<file path="config.mk">
export PLATFORM = sky130hd
export DESIGN_NAME = fwd_scoreboard_flat
export DESIGN_NICKNAME = d
export VERILOG_FILES = /design/src/rtl/fwd_scoreboard_if.sv /design/src/rtl/fwd_scoreboard.sv /design/src/flat_wrapper.sv
export SDC_FILE = /design/constraint.sdc
export NUM_CORES = 1
export LEC_CHECK = 0
export BUFFER_PORTS_ARGS = -buffer_cell sky130_fd_sc_hd__buf_2
export CAP_MARGIN = 10
export CORE_MARGIN = 3
export CORE_UTILIZATION = 51
export CTS_CLUSTER_SIZE = 25
export DETAILED_ROUTE_END_ITERATION = 16
export PLACE_DENSITY = 0.89
export SETUP_SLACK_MARGIN = 0.1
export SLEW_MARGIN = 30
export SYNTH_ARGS = -nofsm -noshare
export SYNTH_HDL_FRONTEND = slang
export SYNTH_SLANG_ARGS = --single-unit
</file>
<file path="constraint.sdc">
create_clock -name clk -period 4.15 [get_ports clk]
set_input_delay 0.83 -clock clk [delete_from_list [all_inputs] [get_ports clk]]
set_output_delay 0.83 -clock clk [all_outputs]
set_load 0.01 [all_outputs]
</file>
<file path="src/rtl/fwd_scoreboard_if.sv">
// Bundle between the issue stage, execution units and the operand-bypass scoreboard.
//   master : issue / execute side. Drives issue info, register-file read data, flush and
//            unit results; receives resolved operands, stall, write-back and err.
//   slave  : the scoreboard itself (reverse directions).
interface fwd_scoreboard_if #(
  parameter int unsigned XLEN   = 32,
  parameter int unsigned REG_AW = 5
);
  logic              iss_valid;
  logic              iss_we;
  logic [REG_AW-1:0] iss_rd;
  logic              iss_is_f;
  logic              iss_rs1_en;
  logic              iss_rs2_en;
  logic [REG_AW-1:0] iss_rs1;
  logic [REG_AW-1:0] iss_rs2;
  logic              iss_rs1_f;
  logic              iss_rs2_f;
  logic [XLEN-1:0]   rf_rs1_data;
  logic [XLEN-1:0]   rf_rs2_data;
  logic              flush;
  logic              int_res_valid;
  logic [XLEN-1:0]   int_res_data;
  logic              falu_res_valid;
  logic [XLEN-1:0]   falu_res_data;
  logic [XLEN-1:0]   rs1_fwd_data;
  logic [XLEN-1:0]   rs2_fwd_data;
  logic              rs1_fwd_hit;
  logic              rs2_fwd_hit;
  logic              stall;
  logic              wb_valid;
  logic [REG_AW-1:0] wb_rd;
  logic              wb_is_f;
  logic [XLEN-1:0]   wb_data;
  logic              err;

  modport master (
    output iss_valid, iss_we, iss_rd, iss_is_f, iss_rs1_en, iss_rs2_en, iss_rs1, iss_rs2,
           iss_rs1_f, iss_rs2_f, rf_rs1_data, rf_rs2_data, flush, int_res_valid,
           int_res_data, falu_res_valid, falu_res_data,
    input  rs1_fwd_data, rs2_fwd_data, rs1_fwd_hit, rs2_fwd_hit, stall, wb_valid, wb_rd,
           wb_is_f, wb_data, err
  );

  modport slave (
    input  iss_valid, iss_we, iss_rd, iss_is_f, iss_rs1_en, iss_rs2_en, iss_rs1, iss_rs2,
           iss_rs1_f, iss_rs2_f, rf_rs1_data, rf_rs2_data, flush, int_res_valid,
           int_res_data, falu_res_valid, falu_res_data,
    output rs1_fwd_data, rs2_fwd_data, rs1_fwd_hit, rs2_fwd_hit, stall, wb_valid, wb_rd,
           wb_is_f, wb_data, err
  );
endinterface

</file>
<file path="src/rtl/fwd_scoreboard.sv">
// Operand-bypass scoreboard. Every in-flight register write occupies an age-ordered slot
// (slot 0 = youngest, E stage) that shifts one place per cycle and retires from slot
// DEPTH-1 as the W-stage write-back. Issuing sources resolve to the youngest matching slot.
//   clk, rst : clock, synchronous active-high reset
//   bus      : fwd_scoreboard_if.slave (issue, rf data, flush, unit results in;
//              resolved operands, stall, write-back and sticky err out)
module fwd_scoreboard #(
  parameter int unsigned XLEN     = 32,
  parameter int unsigned REG_AW   = 5,
  parameter int unsigned FALU_LAT = 3
) (
  input logic             clk,
  input logic             rst,
  fwd_scoreboard_if.slave bus
);
  localparam int unsigned Depth    = FALU_LAT + 1;
  localparam int unsigned FaluSlot = FALU_LAT - 1;

  logic [Depth-1:0]  valid_q, valid_d;
  logic [Depth-1:0]  isf_q, isf_d;
  logic [Depth-1:0]  ready_q, ready_d;
  logic [REG_AW-1:0] rd_q   [Depth];
  logic [REG_AW-1:0] rd_d   [Depth];
  logic [XLEN-1:0]   data_q [Depth];
  logic [XLEN-1:0]   data_d [Depth];
  logic              err_q, err_d;

  logic            int_res_valid, falu_res_valid;
  logic [XLEN-1:0] int_res_data, falu_res_data;
  logic            int_target_ok, falu_target_ok;
  logic            accept, stall;
  logic [XLEN+1:0] res1, res2;

  assign int_res_valid  = bus.int_res_valid;
  assign int_res_data   = bus.int_res_data;
  assign falu_res_valid = bus.falu_res_valid;
  assign falu_res_data  = bus.falu_res_data;

  assign int_target_ok  = valid_q[0] & ~isf_q[0];
  assign falu_target_ok = valid_q[FaluSlot] & isf_q[FaluSlot];

  // Returns {avail, hit, data}. Walking from oldest to youngest lets the youngest match win;
  // older ready entries behind a not-ready youngest match are deliberately never used.
  function automatic logic [XLEN+1:0] resolve(input logic              en,
                                              input logic [REG_AW-1:0] rs,
                                              input logic              rs_f,
                                              input logic [XLEN-1:0]   rf);
    logic            hit;
    logic            avail;
    logic [XLEN-1:0] data;
    hit   = 1'b0;
    avail = 1'b1;
    data  = rf;
    for (int k = Depth - 1; k >= 0; k--) begin
      // Integer x0 is hard-wired zero and never a producer; float f0 is a real register.
      if (en && valid_q[k] && (rd_q[k] == rs) && (isf_q[k] == rs_f) &&
          (rs_f || (rs != '0))) begin
        hit = 1'b1;
        if ((k == 0) && int_res_valid) begin
          avail = 1'b1;
          data  = int_res_data;
        end else if ((k == int'(FaluSlot)) && falu_res_valid) begin
          avail = 1'b1;
          data  = falu_res_data;
        end else if (ready_q[k]) begin
          avail = 1'b1;
          data  = data_q[k];
        end else begin
          avail = 1'b0;
          data  = data_q[k];
        end
      end
    end
    return {avail, hit, data};
  endfunction

  always_comb begin
    res1  = resolve(bus.iss_rs1_en, bus.iss_rs1, bus.iss_rs1_f, bus.rf_rs1_data);
    res2  = resolve(bus.iss_rs2_en, bus.iss_rs2, bus.iss_rs2_f, bus.rf_rs2_data);
    stall = bus.iss_valid & ~(res1[XLEN+1] & res2[XLEN+1]);
  end

  assign bus.rs1_fwd_data = res1[XLEN-1:0];
  assign bus.rs1_fwd_hit  = res1[XLEN];
  assign bus.rs2_fwd_data = res2[XLEN-1:0];
  assign bus.rs2_fwd_hit  = res2[XLEN];
  assign bus.stall        = stall;

  assign accept = bus.iss_valid & bus.iss_we & ~stall & ~bus.flush;

  always_comb begin
    valid_d   = '0;
    isf_d     = '0;
    ready_d   = '0;
    rd_d[0]   = '0;
    data_d[0] = '0;
    // Slot 0 takes the newly accepted producer or a bubble.
    valid_d[0] = accept;
    isf_d[0]   = accept & bus.iss_is_f;
    if (accept) begin
      rd_d[0] = bus.iss_rd;
    end
    for (int k = 1; k < int'(Depth); k++) begin
      valid_d[k] = valid_q[k-1];
      isf_d[k]   = isf_q[k-1];
      ready_d[k] = ready_q[k-1];
      rd_d[k]    = rd_q[k-1];
      data_d[k]  = data_q[k-1];
    end
    // A flushed E-stage entry dies on its way out, taking any same-cycle ALU result with it.
    if (bus.flush) begin
      valid_d[1] = 1'b0;
    end else if (int_res_valid && int_target_ok) begin
      ready_d[1] = 1'b1;
      data_d[1]  = int_res_data;
    end
    if (falu_res_valid && falu_target_ok) begin
      ready_d[FaluSlot+1] = 1'b1;
      data_d[FaluSlot+1]  = falu_res_data;
    end
    err_d = err_q
          | (int_res_valid & ~int_target_ok)
          | (falu_res_valid & ~falu_target_ok)
          | (valid_q[Depth-1] & ~ready_q[Depth-1]);
  end

  always_ff @(posedge clk) begin
    if (rst) begin
      valid_q <= '0;
      isf_q   <= '0;
      ready_q <= '0;
      err_q   <= 1'b0;
      for (int k = 0; k < int'(Depth); k++) begin
        rd_q[k]   <= '0;
        data_q[k] <= '0;
      end
    end else begin
      valid_q <= valid_d;
      isf_q   <= isf_d;
      ready_q <= ready_d;
      err_q   <= err_d;
      for (int k = 0; k < int'(Depth); k++) begin
        rd_q[k]   <= rd_d[k];
        data_q[k] <= data_d[k];
      end
    end
  end

  assign bus.wb_valid = valid_q[Depth-1];
  assign bus.wb_rd    = rd_q[Depth-1];
  assign bus.wb_is_f  = isf_q[Depth-1];
  assign bus.wb_data  = data_q[Depth-1];
  assign bus.err      = err_q;
endmodule

</file>
<file path="src/flat_wrapper.sv">
// flat-port wrapper written by rule: the top's interface ports become plain ports
module fwd_scoreboard_flat 
#(
  parameter int unsigned XLEN     = 32,
  parameter int unsigned REG_AW   = 5,
  parameter int unsigned FALU_LAT = 3
)
  (clk, rst, bus_iss_valid, bus_iss_we, bus_iss_rd, bus_iss_is_f, bus_iss_rs1_en, bus_iss_rs2_en, bus_iss_rs1, bus_iss_rs2, bus_iss_rs1_f, bus_iss_rs2_f, bus_rf_rs1_data, bus_rf_rs2_data, bus_flush, bus_int_res_valid, bus_int_res_data, bus_falu_res_valid, bus_falu_res_data, bus_rs1_fwd_data, bus_rs2_fwd_data, bus_rs1_fwd_hit, bus_rs2_fwd_hit, bus_stall, bus_wb_valid, bus_wb_rd, bus_wb_is_f, bus_wb_data, bus_err);
  fwd_scoreboard_if #(.XLEN(XLEN), .REG_AW(REG_AW)) bus_i ();
  input logic clk;
  input logic rst;
  input wire logic [$bits(bus_i.iss_valid)-1:0] bus_iss_valid;
  input wire logic [$bits(bus_i.iss_we)-1:0] bus_iss_we;
  input wire logic [$bits(bus_i.iss_rd)-1:0] bus_iss_rd;
  input wire logic [$bits(bus_i.iss_is_f)-1:0] bus_iss_is_f;
  input wire logic [$bits(bus_i.iss_rs1_en)-1:0] bus_iss_rs1_en;
  input wire logic [$bits(bus_i.iss_rs2_en)-1:0] bus_iss_rs2_en;
  input wire logic [$bits(bus_i.iss_rs1)-1:0] bus_iss_rs1;
  input wire logic [$bits(bus_i.iss_rs2)-1:0] bus_iss_rs2;
  input wire logic [$bits(bus_i.iss_rs1_f)-1:0] bus_iss_rs1_f;
  input wire logic [$bits(bus_i.iss_rs2_f)-1:0] bus_iss_rs2_f;
  input wire logic [$bits(bus_i.rf_rs1_data)-1:0] bus_rf_rs1_data;
  input wire logic [$bits(bus_i.rf_rs2_data)-1:0] bus_rf_rs2_data;
  input wire logic [$bits(bus_i.flush)-1:0] bus_flush;
  input wire logic [$bits(bus_i.int_res_valid)-1:0] bus_int_res_valid;
  input wire logic [$bits(bus_i.int_res_data)-1:0] bus_int_res_data;
  input wire logic [$bits(bus_i.falu_res_valid)-1:0] bus_falu_res_valid;
  input wire logic [$bits(bus_i.falu_res_data)-1:0] bus_falu_res_data;
  output wire logic [$bits(bus_i.rs1_fwd_data)-1:0] bus_rs1_fwd_data;
  output wire logic [$bits(bus_i.rs2_fwd_data)-1:0] bus_rs2_fwd_data;
  output wire logic [$bits(bus_i.rs1_fwd_hit)-1:0] bus_rs1_fwd_hit;
  output wire logic [$bits(bus_i.rs2_fwd_hit)-1:0] bus_rs2_fwd_hit;
  output wire logic [$bits(bus_i.stall)-1:0] bus_stall;
  output wire logic [$bits(bus_i.wb_valid)-1:0] bus_wb_valid;
  output wire logic [$bits(bus_i.wb_rd)-1:0] bus_wb_rd;
  output wire logic [$bits(bus_i.wb_is_f)-1:0] bus_wb_is_f;
  output wire logic [$bits(bus_i.wb_data)-1:0] bus_wb_data;
  output wire logic [$bits(bus_i.err)-1:0] bus_err;
  assign bus_i.iss_valid = bus_iss_valid;
  assign bus_i.iss_we = bus_iss_we;
  assign bus_i.iss_rd = bus_iss_rd;
  assign bus_i.iss_is_f = bus_iss_is_f;
  assign bus_i.iss_rs1_en = bus_iss_rs1_en;
  assign bus_i.iss_rs2_en = bus_iss_rs2_en;
  assign bus_i.iss_rs1 = bus_iss_rs1;
  assign bus_i.iss_rs2 = bus_iss_rs2;
  assign bus_i.iss_rs1_f = bus_iss_rs1_f;
  assign bus_i.iss_rs2_f = bus_iss_rs2_f;
  assign bus_i.rf_rs1_data = bus_rf_rs1_data;
  assign bus_i.rf_rs2_data = bus_rf_rs2_data;
  assign bus_i.flush = bus_flush;
  assign bus_i.int_res_valid = bus_int_res_valid;
  assign bus_i.int_res_data = bus_int_res_data;
  assign bus_i.falu_res_valid = bus_falu_res_valid;
  assign bus_i.falu_res_data = bus_falu_res_data;
  assign bus_rs1_fwd_data = bus_i.rs1_fwd_data;
  assign bus_rs2_fwd_data = bus_i.rs2_fwd_data;
  assign bus_rs1_fwd_hit = bus_i.rs1_fwd_hit;
  assign bus_rs2_fwd_hit = bus_i.rs2_fwd_hit;
  assign bus_stall = bus_i.stall;
  assign bus_wb_valid = bus_i.wb_valid;
  assign bus_wb_rd = bus_i.wb_rd;
  assign bus_wb_is_f = bus_i.wb_is_f;
  assign bus_wb_data = bus_i.wb_data;
  assign bus_err = bus_i.err;
  fwd_scoreboard #(.XLEN(XLEN), .REG_AW(REG_AW), .FALU_LAT(FALU_LAT)) u_core (.clk(clk), .rst(rst), .bus(bus_i));
endmodule
</file>
==> impl_results.md <==
* Status: finished clean
* Vias in the first global route at between 7k and 8k
* Starting Density at around 52%
* Clock H-tree levels at 4
* Core box area at 13900 um2
* Worst Setup End Kind: primary output
* Worst-Skew Late Latency at between 0.4 and 0.5 ns
* TritonCTS Sinks at 128
* Peak supply drop at approximately 0.00032 V
* Pwr/cell area at between 300 and 400 nW/um2
* Input/output buffers at 261
* Crit path largest cell delay at around 0.55 ns
* Drt via density at about 6
* #FFs+latches synth at roughly 130
* Slowest-stage cell, CP: or4_4
* Syn_nets at 1020
* Die Wd at 126 um
* First-pass detailed-route iteration total at 6
* Hold WC Path Type: flip-flop to flip-flop
* Synth Instances at a little under 900
* Commonest non-fill, non-tap cell in the layout: buf_2
* FMAX at between 0.2 and 0.3 GHz
* Critical path arrival at ~3.1 ns
* Final wirelength at between 20 and 25 mm
* Routed WL per cell at between 15 and 20 um
* Drt drc at 0
* Max transition margin at approximately 37%
* Sequential area share after synthesis at between 30% and 40%
* Total power draw at ~3000 uW
* P_leak at between 0.003 and 0.004 uW
* Fin. max-slew vios at 0
* Final setup vio count at 0
* Synth Area per Inst at approximately 8.4 um2
* Period utilization at a little over nine tenths
* CP startpoint kind: input port
* Mapped cell area at around 7300 um2
* Post-Route Skew at 0.00758 ns
* Yosys warning total at 0
* I/O Pins at 262
* Top cells by area, synth: dfxtp_1, mux2_2, a32oi_1
* Async SR Flop Fraction at 0%
* Fill cell count at approximately 1.1k
* Worst-Margin Slew at 0.942 ns
* Critical path class: input port to primary output
* Hold WS at about 0.45 ns
* Fin nets at around 1.2k
* Reg area at about 2600 um2
* Largest net degree at the start of global routing at 89
* Cts bufs inserted at 17
* RSZ-0062 raised after global routing: no
* WP data required at approximately 3.3 ns
* Die ar. at ~16000 um2
* Setup TNS Final at 0 ns
* Tot GR Track Use at around 30%
* Layout cells sized above 1 at 35.2%
* Clock buffer depth at 2
* Die Ht at 126 um
* CTS tree: built
* Leading area contributor after synthesis: dfxtp_1
* Initial antenna violation count at 1
* FP Rows at 43
* Fin crit period at slightly below 4 ns
* Most frequent cells in the layout: buf_2, dfxtp_1, nand2_1
* Max Cap Viol at 0
* Synth Flop Type: dfxtp_1
* Yosys top cell area share at 35.1%
* Clk slew on worst S/H paths at about 0.050 ns
* Post-synth EDFFs at 0
* Worst path cell trace: buf_2, or4_4, o31ai_4, buf_4, nand3b_1, buf_12, buf_4, nor2_1, a21oi_1, o21ai_0, buf_2
* Area of the multi-input gates at approximately 4400 um2
* Critical path peak fanout at 61
* Area Overhead vs Synth at 28.6%
* Final Wtd Congestion at roughly 0.95
* Routed Antenna Nets at 0
* Clock root cell: clkbuf_16
* Hold Fails Final Rpt at 0
* Hold_buf cts at 0
* First-pass GRT wire length at approximately 38 mm
* 1st-iter DRT viols at 762
* Detailed placement HPWL at 17.4 mm
* Yosys cell types at 43
* Vias at roughly 7.7k
* Grt ovf at 0
cell type report:
class,count,share of cell area (%)
Tap cell,180,2.40
Clock inverter,5,0.800
Antenna cell,1,0.0267
Sequential cell,128,27.3
Inverter,3,0.120
Timing Repair Buffer,289,17.1
Clock buffer,27,5.47
Multi-Input combinational cell,650,46.8
sequential cells by signal, indices dropped and copies added (netlist names):
register,cells
u_core.rd_q,20
u_core.data_q,96
u_core.valid_q,4
u_core.bus.err,1
u_core.ready_q,3
u_core.isf_q,4
cells in the mapped netlist (all sizes together) (3+ instances only):
cell type	n
or4	3
xnor2	42
clkbuf	61
nand3	7
mux2	59
inv	3
a211o	10
o21ai	82
buf	23
dfxtp	128
nor4b	6
nand4	8
xor2	6
nor2	41
mux2i	37
nor2b	54
a21oi	62
and2	34
a32oi	64
nand2	105
nor3	12
power breakdown:
group          total, uW  internal [uW]  switching (uW)
clock network       1480            961             519
registers           1240           1240            5.10
logic                328            155             173
through the flow:
step / std cells / util, % / instance area (um2) / setup WS, ns
detailed placement: 1244 / 62.7 / 8740 / 0.180
floorplan: 865 / - / 7290 / 0.571
global placement: 1244 / 62.7 / 8740 / 0.181
CTS: 1276 / 67.0 / 9330 / 0.177
global route: 1283 / 67.3 / 9380 / 0.172
finish: 1283 / 67.3 / 9380 / 0.250
kinds of logic after synthesis:
logic type | share of synthesized area [%]
and+or+nand+nor | 19.6
AOI/OAI and AO/OA | 20.2
DFF | 35.1
muxes | 14.2
buffers and inverters | 5.15
xor gates and xnor gates | 5.77
timing repair:
action | 4_1_cts | 5_1_grt
setup buffers | 0 | 6
setup endpoints to repair | 0 | 25
resized for setup | 0 | 0
layer usage:
layer,vias up,track usage [%],wire (um)
met3,60,6.19,2310
met5,-,0,0
met1,3620,38.0,9800
li1,3517,-,-
met2,500,49.3,11900
met4,0,15.1,691
final timing paths:
kind | from | to | slack, ns | cells past startpoint
setup reg to reg | u_core.isf_q[0] | u_core.rd_q[0][1] | 1.82 | 6
hold / removal | u_core.data_q[2][0] | u_core.data_q[3][0] | 0.45 | 2
hold reg to reg | u_core.data_q[2][0] | u_core.data_q[3][0] | 0.45 | 2
setup / recovery | bus_iss_rs1[0] | bus_rs1_fwd_data[10] | 0.25 | 11
worst max-delay path: cells and delay by family:
family                 cells  cell delay [ns]
AOI/OAI and AO/OA          3             0.45
buffers and inverters      5             1.00
and+or+nand+nor            3             0.76
(Power assumes the default switching activity.)
